[src/rtl/apb_timer_sched_if.sv]
// APB master/slave bundle used by apb_timer_sched to program its dedicated timer.
interface apb_timer_sched_if #(
    parameter int unsigned ADDR_WIDTH = 12
) ();

    logic [ADDR_WIDTH-1:0] PADDR;
    logic [31:0]           PWDATA;
    logic                  PWRITE;
    logic                  PSEL;
    logic                  PENABLE;
    logic [31:0]           PRDATA;
    logic                  PREADY;
    logic                  PSLVERR;

    modport master (
        output PADDR, PWDATA, PWRITE, PSEL, PENABLE,
        input  PRDATA, PREADY, PSLVERR
    );

    modport slave (
        input  PADDR, PWDATA, PWRITE, PSEL, PENABLE,
        output PRDATA, PREADY, PSLVERR
    );

endinterface

[src/rtl/apb_timer_sched.sv]
// Round-robin scheduler sharing one apb_timer among NUM_REQ one-shot timeout requesters.
// Grants a requester, writes PRESCALER then CMP, waits for the compare irq (or overflow /
// cancel), disarms the timer with CMP=0 and pulses done_o with a status code.
module apb_timer_sched #(
    parameter int unsigned               NUM_REQ        = 4,
    parameter int unsigned               APB_ADDR_WIDTH = 12,
    parameter logic [APB_ADDR_WIDTH-1:0] TIMER_BASE     = '0
) (
    input  logic                       HCLK,
    input  logic                       HRESETn,
    input  logic [NUM_REQ-1:0]         req_i,
    input  logic [NUM_REQ*32-1:0]      req_cmp_i,
    input  logic [NUM_REQ*32-1:0]      req_presc_i,
    input  logic [NUM_REQ-1:0]         cancel_i,
    output logic [NUM_REQ-1:0]         gnt_o,
    output logic [NUM_REQ-1:0]         done_o,
    output logic [1:0]                 status_o,
    output logic                       busy_o,
    output logic [$clog2(NUM_REQ)-1:0] active_id_o,
    input  logic [1:0]                 timer_irq_i,
    apb_timer_sched_if.master          apb
);

    localparam int unsigned IdW = $clog2(NUM_REQ);

    localparam logic [APB_ADDR_WIDTH-1:0] AddrPresc = TIMER_BASE + APB_ADDR_WIDTH'(4);
    localparam logic [APB_ADDR_WIDTH-1:0] AddrCmp   = TIMER_BASE + APB_ADDR_WIDTH'(8);

    localparam logic [1:0] StsOk     = 2'b00;
    localparam logic [1:0] StsOvf    = 2'b01;
    localparam logic [1:0] StsBusErr = 2'b10;
    localparam logic [1:0] StsCancel = 2'b11;

    typedef enum logic [3:0] {
        StIdle,
        StPrescSetup,
        StPrescAccess,
        StCmpSetup,
        StCmpAccess,
        StWait,
        StDisSetup,
        StDisAccess,
        StDone
    } state_e;

    state_e         state_q, state_d;
    logic [IdW-1:0] ptr_q, ptr_d;
    logic [IdW-1:0] id_q, id_d;
    logic [31:0]    cmp_q, cmp_d;
    logic [31:0]    presc_q, presc_d;
    logic [1:0]     status_q, status_d;

    logic           found;
    logic [IdW-1:0] sel;
    logic [IdW-1:0] idx;
    logic [31:0]    cmp_sel;
    logic [31:0]    presc_sel;

    // Read data is never needed: the timer is only ever written.
    logic unused_prdata;
    assign unused_prdata = ^apb.PRDATA;

    // Round-robin search: first requester at or after the pointer, wrapping.
    always_comb begin
        found = 1'b0;
        sel   = '0;
        idx   = '0;
        for (int unsigned i = 0; i < NUM_REQ; i++) begin
            idx = IdW'((32'(ptr_q) + i) % NUM_REQ);
            if (!found && req_i[idx]) begin
                found = 1'b1;
                sel   = idx;
            end
        end
    end

    assign cmp_sel   = req_cmp_i[{sel, 5'd0} +: 32];
    assign presc_sel = req_presc_i[{sel, 5'd0} +: 32];

    // Next-state logic: arbitration, APB sequencing and completion status.
    always_comb begin
        state_d  = state_q;
        ptr_d    = ptr_q;
        id_d     = id_q;
        cmp_d    = cmp_q;
        presc_d  = presc_q;
        status_d = status_q;
        unique case (state_q)
            StIdle: begin
                if (found) begin
                    id_d    = sel;
                    cmp_d   = cmp_sel;
                    presc_d = presc_sel;
                    ptr_d   = (sel == IdW'(NUM_REQ - 1)) ? '0 : sel + 1'b1;
                    // CMP=0 would never raise a compare irq, so finish without touching the bus.
                    if (cmp_sel == '0) begin
                        status_d = StsCancel;
                        state_d  = StDone;
                    end else begin
                        status_d = StsOk;
                        state_d  = StPrescSetup;
                    end
                end
            end
            StPrescSetup: state_d = StPrescAccess;
            StPrescAccess: begin
                if (apb.PREADY) begin
                    if (apb.PSLVERR) begin
                        status_d = StsBusErr;
                        state_d  = StDisSetup;
                    end else begin
                        state_d = StCmpSetup;
                    end
                end
            end
            StCmpSetup: state_d = StCmpAccess;
            StCmpAccess: begin
                if (apb.PREADY) begin
                    if (apb.PSLVERR) begin
                        status_d = StsBusErr;
                        state_d  = StDisSetup;
                    end else begin
                        state_d = StWait;
                    end
                end
            end
            StWait: begin
                if (timer_irq_i[1]) begin
                    status_d = StsOk;
                    state_d  = StDisSetup;
                end else if (timer_irq_i[0]) begin
                    status_d = StsOvf;
                    state_d  = StDisSetup;
                end else if (cancel_i[id_q]) begin
                    status_d = StsCancel;
                    state_d  = StDisSetup;
                end
            end
            StDisSetup: state_d = StDisAccess;
            StDisAccess: begin
                if (apb.PREADY) begin
                    if (apb.PSLVERR) begin
                        status_d = StsBusErr;
                    end
                    state_d = StDone;
                end
            end
            StDone: state_d = StIdle;
            default: state_d = StIdle;
        endcase
    end

    // State and latched-operand registers.
    always_ff @(posedge HCLK or negedge HRESETn) begin
        if (!HRESETn) begin
            state_q  <= StIdle;
            ptr_q    <= '0;
            id_q     <= '0;
            cmp_q    <= '0;
            presc_q  <= '0;
            status_q <= StsOk;
        end else begin
            state_q  <= state_d;
            ptr_q    <= ptr_d;
            id_q     <= id_d;
            cmp_q    <= cmp_d;
            presc_q  <= presc_d;
            status_q <= status_d;
        end
    end

    // Outputs: APB master phases, grant/done pulses and status.
    always_comb begin
        apb.PSEL    = 1'b0;
        apb.PENABLE = 1'b0;
        apb.PWRITE  = 1'b0;
        apb.PADDR   = '0;
        apb.PWDATA  = '0;
        gnt_o       = '0;
        done_o      = '0;
        status_o    = 2'b00;
        unique case (state_q)
            StPrescSetup, StPrescAccess: begin
                apb.PSEL    = 1'b1;
                apb.PENABLE = (state_q == StPrescAccess);
                apb.PWRITE  = 1'b1;
                apb.PADDR   = AddrPresc;
                apb.PWDATA  = presc_q;
            end
            StCmpSetup, StCmpAccess: begin
                apb.PSEL    = 1'b1;
                apb.PENABLE = (state_q == StCmpAccess);
                apb.PWRITE  = 1'b1;
                apb.PADDR   = AddrCmp;
                apb.PWDATA  = cmp_q;
            end
            StDisSetup, StDisAccess: begin
                apb.PSEL    = 1'b1;
                apb.PENABLE = (state_q == StDisAccess);
                apb.PWRITE  = 1'b1;
                apb.PADDR   = AddrCmp;
            end
            StDone: begin
                done_o[id_q] = 1'b1;
                status_o     = status_q;
            end
            default: ;
        endcase
        // The grant is combinational in IDLE; keep it quiet while reset is held.
        if (state_q == StIdle && found && HRESETn) begin
            gnt_o[sel] = 1'b1;
        end
    end

    assign busy_o      = (state_q != StIdle);
    assign active_id_o = id_q;

endmodule
[src/flat_wrapper.sv]
// flat-port wrapper written by rule: the top's interface ports become plain ports
module apb_timer_sched_flat 
#(
    parameter int unsigned               NUM_REQ        = 4,
    parameter int unsigned               APB_ADDR_WIDTH = 12,
    parameter logic [APB_ADDR_WIDTH-1:0] TIMER_BASE     = '0
)
  (HCLK, HRESETn, req_i, req_cmp_i, req_presc_i, cancel_i, gnt_o, done_o, status_o, busy_o, active_id_o, timer_irq_i, apb_PADDR, apb_PWDATA, apb_PWRITE, apb_PSEL, apb_PENABLE, apb_PRDATA, apb_PREADY, apb_PSLVERR);
  apb_timer_sched_if apb_i ();
  input  logic HCLK;
  input  logic HRESETn;
  input  logic [NUM_REQ-1:0] req_i;
  input  logic [NUM_REQ*32-1:0] req_cmp_i;
  input  logic [NUM_REQ*32-1:0] req_presc_i;
  input  logic [NUM_REQ-1:0] cancel_i;
  output logic [NUM_REQ-1:0] gnt_o;
  output logic [NUM_REQ-1:0] done_o;
  output logic [1:0] status_o;
  output logic busy_o;
  output logic [$clog2(NUM_REQ)-1:0] active_id_o;
  input  logic [1:0] timer_irq_i;
  output wire logic [$bits(apb_i.PADDR)-1:0] apb_PADDR;
  output wire logic [$bits(apb_i.PWDATA)-1:0] apb_PWDATA;
  output wire logic [$bits(apb_i.PWRITE)-1:0] apb_PWRITE;
  output wire logic [$bits(apb_i.PSEL)-1:0] apb_PSEL;
  output wire logic [$bits(apb_i.PENABLE)-1:0] apb_PENABLE;
  input wire logic [$bits(apb_i.PRDATA)-1:0] apb_PRDATA;
  input wire logic [$bits(apb_i.PREADY)-1:0] apb_PREADY;
  input wire logic [$bits(apb_i.PSLVERR)-1:0] apb_PSLVERR;
  assign apb_PADDR = apb_i.PADDR;
  assign apb_PWDATA = apb_i.PWDATA;
  assign apb_PWRITE = apb_i.PWRITE;
  assign apb_PSEL = apb_i.PSEL;
  assign apb_PENABLE = apb_i.PENABLE;
  assign apb_i.PRDATA = apb_PRDATA;
  assign apb_i.PREADY = apb_PREADY;
  assign apb_i.PSLVERR = apb_PSLVERR;
  apb_timer_sched #(.NUM_REQ(NUM_REQ), .APB_ADDR_WIDTH(APB_ADDR_WIDTH), .TIMER_BASE(TIMER_BASE)) u_core (.HCLK(HCLK), .HRESETn(HRESETn), .req_i(req_i), .req_cmp_i(req_cmp_i), .req_presc_i(req_presc_i), .cancel_i(cancel_i), .gnt_o(gnt_o), .done_o(done_o), .status_o(status_o), .busy_o(busy_o), .active_id_o(active_id_o), .timer_irq_i(timer_irq_i), .apb(apb_i));
endmodule
[config.mk]
export PLATFORM = sky130hd
export DESIGN_NAME = apb_timer_sched_flat
export DESIGN_NICKNAME = d
export VERILOG_FILES = /design/src/rtl/apb_timer_sched_if.sv /design/src/rtl/apb_timer_sched.sv /design/src/flat_wrapper.sv
export SDC_FILE = /design/constraint.sdc
export NUM_CORES = 1
export LEC_CHECK = 0
export ABC_CLOCK_PERIOD_IN_PS = 6480
export CAP_MARGIN = 40
export CORE_AREA = 3 3 141 143
export DETAILED_ROUTE_END_ITERATION = 16
export DIE_AREA = 0 0 144 146
export GPL_TIMING_DRIVEN = 0
export PLACE_DENSITY = 0.76
export SLEW_MARGIN = 20
export SYNTH_ARGS = -nofsm -noshare
export SYNTH_HDL_FRONTEND = slang
export SYNTH_SLANG_ARGS = --single-unit
[constraint.sdc]
create_clock -name HCLK -period 6.48 [get_ports HCLK]
set_input_delay 1.296 -clock HCLK [delete_from_list [all_inputs] [get_ports HCLK]]
set_output_delay 1.296 -clock HCLK [all_outputs]
set_load 0.01 [all_outputs]
; ---- Word level (Yosys, flattened, before mapping)
; Cells that the tools add are included.
[word_totals]
register_bits = 74
word_cells = 108
[classes]
addsub = 4
n_lt_le_gt_ge = 8
eq_ne = 16
n_shift = 2
n_mux = 49
reduce_logical = 23
[op_table]
columns = cell, count
row1 = $shiftx 128x8->32, 2
row2 = $pmux 32 s2, 1
row3 = $mux 4, 10
row4 = $logic_not 32->1, 1
row5 = $pmux 4 s8, 1
row6 = $mux 2, 14
row7 = $lt 2x3->1 const B, 6
row8 = $eq 4x3->1 const B, 4
row9 = $mux 1, 12
row10 = $bmux 1 s2, 5
row11 = $reduce_and 5->1, 2
row12 = $eq 4x2->1 const B, 2
row13 = $pmux 4 s2, 1
row14 = $logic_and 1x1->1, 7
row15 = $ne 2x1->1 const B, 3
row16 = $ne 2x2->1 const B, 3
row17 = $pmux 2 s3, 1
row18 = $reduce_or 2->1, 3
row19 = $reduce_or 6->1, 1
row20 = $add 2x1->2 const B, 2
row21 = $add 2x2->2 const B, 2
row22 = $demux 1 s2, 2
row23 = $eq 4x1->1 const B, 1
row24 = $eq 4x4->1 const B, 1
row25 = 12 further kinds, 15

; ---- Depth between registers and ports, before layout
[logic_depth]
depth_word = 17
mapped_depth = 12
depth_no_buf = 9

; ---- Least setup slack after synthesis
; No wires, ideal clock.
[synth_path]
kind = input to output
startpoint = in req_i[2]
endpoint = out gnt_o[2]
t_arrival_ns = 3.251
path_slack_ns = 1.933
stages = 10
cell_sequence = nor2b_1 > or4b_1 > buf_2 > nand2_1 > inv_2 > clkbuf_1 > clkbuf_1 > buf_1 > ha_1 > and3_1
[synth_between]
elab_chain_cells = 17
elab_cells_between_ends = 30
[synth_rtl]
columns = element, line
row1 = "start, declared", flat_wrapper.sv:12  ; input logic [NUM_REQ-1:0] req_i;
row2 = $bmux 1 s2, apb_timer_sched.sv:70  ; if (!found && req_i[idx]) begin
row3 = $mux 1 (not written as such), apb_timer_sched.sv:70
row4 = $mux 1, apb_timer_sched.sv:70
row5 = $logic_not 1->1, apb_timer_sched.sv:70
row6 = $logic_and 1x1->1, apb_timer_sched.sv:70
row7 = $mux 1, apb_timer_sched.sv:70
row8 = $logic_not 1->1, apb_timer_sched.sv:70
row9 = $logic_and 1x1->1, apb_timer_sched.sv:70
row10 = $mux 1, apb_timer_sched.sv:70
row11 = $logic_not 1->1, apb_timer_sched.sv:70
row12 = $logic_and 1x1->1, apb_timer_sched.sv:70
row13 = $mux 2, apb_timer_sched.sv:70
row14 = $lt 2x3->1 (not written as such) or $ge 2x1->1 (tied branches), apb_timer_sched.sv:211  ; gnt_o[sel] = 1'b1;
row15 = $logic_and 1x1->1 (not written as such), apb_timer_sched.sv:211
row16 = $mux 1 (not written as such), apb_timer_sched.sv:211
row17 = $demux 1 s2, -
row18 = $mux 4 *, apb_timer_sched.sv:210  ; if (state_q == StIdle && found && HRESETn) begin
row19 = "end, declared", flat_wrapper.sv:16  ; output logic [NUM_REQ-1:0] gnt_o;
; Every way passes the cells marked *; elsewhere a longest branch is shown, timed or not. The select of a mux whose other input is x is not followed.

; ---- Final worst setup path
[layout_path]
startpoint = in req_i[2]
endpoint = out gnt_o[3]
[layout_between]
elab_chain_cells = 17
elab_cells_between_ends = 30
[layout_rtl]
columns = element, line
row1 = $bmux 1 s2, apb_timer_sched.sv:70
row2 = $mux 1 (not written as such), apb_timer_sched.sv:70
row3 = $mux 1, apb_timer_sched.sv:70
row4 = $logic_not 1->1, apb_timer_sched.sv:70
row5 = $logic_and 1x1->1, apb_timer_sched.sv:70
row6 = $mux 1, apb_timer_sched.sv:70
row7 = $logic_not 1->1, apb_timer_sched.sv:70
row8 = $logic_and 1x1->1, apb_timer_sched.sv:70
row9 = (+2 left out), -
row10 = $logic_and 1x1->1, apb_timer_sched.sv:70
row11 = $mux 2 *, apb_timer_sched.sv:70
row12 = via u_core.sel[0], apb_timer_sched.sv:54  ; logic [IdW-1:0] sel;
row13 = $lt 2x3->1 (not written as such) or $ge 2x1->1 (tied branches), apb_timer_sched.sv:211
row14 = $logic_and 1x1->1 (not written as such), apb_timer_sched.sv:211
row15 = $mux 1 (not written as such), apb_timer_sched.sv:211
row16 = $demux 1 s2 *, -
row17 = $mux 4 *, apb_timer_sched.sv:210
; The timed path passes the listed nets; every way through them passes the cells marked *. The select of a mux whose other input is x is not followed.

==> metrics.yaml <==
r2r_slack_ps: 2750
synth_edf_count: 0
switching_power_mw: 2.02
cts.sinks: 74
worstReg2RegStart: "u_core.ptr_q[0]"
rows: 50
start_kind: "input port"
fin_setup_tns_ps: 0
antennaDiodeCount: 0
max_freq_ghz: 0.162
r2r-end: "u_core.state_q[0]"
ys_seq_area_share_pct: 29.8
viasPerCell: 5.39
hold_path_end: "u_core.cmp_q[15]"
antenna_found_initial: 0
drv_slew: 0
overflow: 0
core_mm2: 0.0187
leakage_nw: 4.37
path_common_cell: "clkdlybuf4s50_1"
timing.slew.headroom_pct: 43.4
io_pins: 362
drt-total-wl_um: 28500
max-vdd-ir-drop_mv: 0.160
preCtsSetupSlack_ps: 1.25
drc: 0
avgSynthCellArea_um2: 6.83
outcome: "completed"
ys.flop_type: "dfrtp_1"
crit_slowest_cell: "clkdlybuf4s50_1"
crit_path_end_kind: "primary output"
yosys_register_bits: 74
yosys.cell_types.count: 50
initial_core_util_pct: 33.2
die_w_um: 144
dp_hpwl_um: 22900
cts_root_buf: "clkbuf_16"
cp.required_ps: 5180
place_area_mm2: 0.00976
drt_iter0_markers: 399
numCtsBuffers: 9
pwr-share-comb_pct: 66.0
hp-class: "flop to flop"
power_per_cell_area_mw_per_mm2: 427
final_cell_area_mm2: 0.0101
drt_pass1_iterations: 5
finalHoldViolCount: 0
fin_crit_ps: 6180
cts_tree: "yes"
cpPeakStageDelay_ps: 570
cp_cell_sequence: "clkdlybuf4s50_1 -> nor2b_1 -> or4b_1 -> buf_2 -> nand2_1 -> clkbuf_1 -> buf_1 -> ha_1 -> and3_1 -> clkdlybuf4s50_1"
grt_max_degree: 58
postSynthCellCount: 909
intPower_mw: 2.31
timing.final.crit_share_pct: 95.4
yosysWarnings: 0
vias: 8031
power_frac_clock_pct: 13.5
drive_above_1_share_pct: 5.34
worst_slack_ps: 301
fin_nets: 1556
worstPathArrival_ps: 4880
grt_pass1_vias: 7871
die_area_mm2: 0.0210
fp.dieH_um: 146
numPortBuffers: 319
insertion_delay_ps: 330
switching_share_pct: 46.7
cts_max_path_buffers: 2
grt_usage_pct: 25.8
maxCapViolCount: 0
r2r_cells: 10
crit_fanout: 11
ant_nets: 0
clk_pin_slew_worst_paths_ps: 60
hp-start: "u_core.cmp_q[15]"
hold_depth: 2
grt_setup_unrepaired: "false"
place.gp.congestion: 0.951
routedWlPerCell_um: 19.1
cts-htree-levels: 3
grt_pass1_wl_um: 42900
area_growth_pct: 63.1
tightest_slew_ps: 843
syn_area_mm2: 0.00620
setup_viol: 0
sequentialPowerShare_pct: 20.5
synthArstFlopShare_pct: 100
fin_skew_ps: 5.54
worstSetupPathType: "input port to primary output"
-- state kept, by name, indices dropped and copies added (netlist names) --
name and cells:
u_core.cmp_q 32, u_core.presc_q 32, u_core.state_q 4, u_core.active_id_o 2, u_core.ptr_q 2, u_core.status_q 2
-- final cells by class --
cell class / count / area [um2]
timing repair buffer: 321 / 3230
clock buffer: 11 / 253
multi-input combinational: 737 / 3920
buffer: 100 / 442
fill: 1869 / 8590
inverter: 7 / 26.3
tap: 234 / 293
sequential: 74 / 1850
clock inverter: 5 / 100
-- layer usage --
| metal | track usage [%] | wire (um) |
|---|---|---|
| met5 | 0 | 0 |
| met3 | 4.17 | 2290 |
| met2 | 43.1 | 13300 |
| met1 | 34.0 | 12200 |
| met4 | 8.10 | 703 |
-- power groups by stage --
stage               logic (mW)  registers [mW]  clock network [mW]
floorplan                 1.70           0.813                   0
global placement          2.80           0.878                   0
detailed placement        2.84           0.882                   0
CTS                       2.85           0.881               0.591
global route              3.12           0.915               0.608
finish                    2.86           0.886               0.582
-- cells in the final DEF, fill, tap and decap left out, drive strengths merged, types with 5 or more instances in the layout --
| master | instances |
|---|---|
| nor2 | 18 |
| a221oi | 19 |
| a21bo | 19 |
| a211o | 7 |
| nor4 | 24 |
| clkbuf | 64 |
| nand2 | 328 |
| a21oi | 25 |
| clkdlybuf4s50 | 318 |
| nor3b | 19 |
| nand3 | 138 |
| a22oi | 11 |
| a22o | 33 |
| buf | 49 |
| or4 | 5 |
| nor2b | 7 |
| inv | 7 |
| conb | 10 |
| and3 | 13 |
| a32oi | 19 |
| dfrtp | 74 |
-- cells in the mapped netlist, types with 3 or more instances --
cell / n / area share, %
o21ai_0: 3 / 0.24
a22oi_1: 11 / 1.3
buf_1: 30 / 1.8
and3_1: 13 / 1.3
nor4_1: 24 / 2.4
or4_1: 4 / 0.48
nor3_1: 4 / 0.32
nand3_1: 138 / 11
nor2b_1: 7 / 0.71
nor2_1: 18 / 1.1
a211o_1: 7 / 0.99
buf_2: 5 / 0.40
xnor2_1: 3 / 0.42
a22o_1: 33 / 4.7
nor3b_1: 19 / 2.3
clkbuf_1: 52 / 3.1
inv_1: 6 / 0.36
a21oi_1: 25 / 2.0
a21bo_2: 19 / 3.1
dfrtp_1: 74 / 30
a32oi_1: 19 / 2.7
buf_4: 11 / 1.3
ha_1: 4 / 0.81
nand2_1: 328 / 20
a221oi_1: 19 / 2.7
-- through the flow --
step	std cells	total power, mW	util (%)	hold slack [ps]
2_1_floorplan	918	2.52	-	446
3_3_place_gp	1471	3.68	52.0	460
3_5_place_dp	1473	3.72	52.2	467
4_1_cts	1489	4.33	54.1	481
5_1_grt	1489	4.64	54.1	501
6_report	1489	4.32	54.1	476
-- critical path: cells and delay by family --
| kind | cells | cell delay, ps |
|---|---|---|
| AND/OR/NAND/NOR | 4 | 970 |
| buffers and inverters | 5 | 2320 |
| adder cells (fa/ha/maj) | 1 | 280 |
-- logic make-up after synthesis --
kind of cell / after synthesis / share of synthesized area, %
simple gates: 565 / 40.9
flops: 74 / 29.8
xor+xnor: 3 / 0.424
other cells: 1 / 0.0604
fa+ha+maj: 4 / 0.807
compound gates: 152 / 19.8
mux: 3 / 0.686
buf+inv: 107 / 7.48
-- how the worst max path moves through the flow --
stage,from,endpoint,slack (ps)
floorplan,req_i[2],gnt_o[2],1930
global placement,HRESETn,gnt_o[3],-110
detailed placement,req_i[2],gnt_o[3],1
CTS,req_i[2],gnt_o[3],2
global route,req_i[0],gnt_o[3],110
finish,req_i[2],gnt_o[3],300
-- what timing repair did --
item	CTS	global route
buffers inserted	0	0
hold buffers	0	0
endpoints found under the setup margin	0	2
endpoints found under the hold margin	0	0
gates resized for setup	0	5
Power figures use the tool's default switching activity.
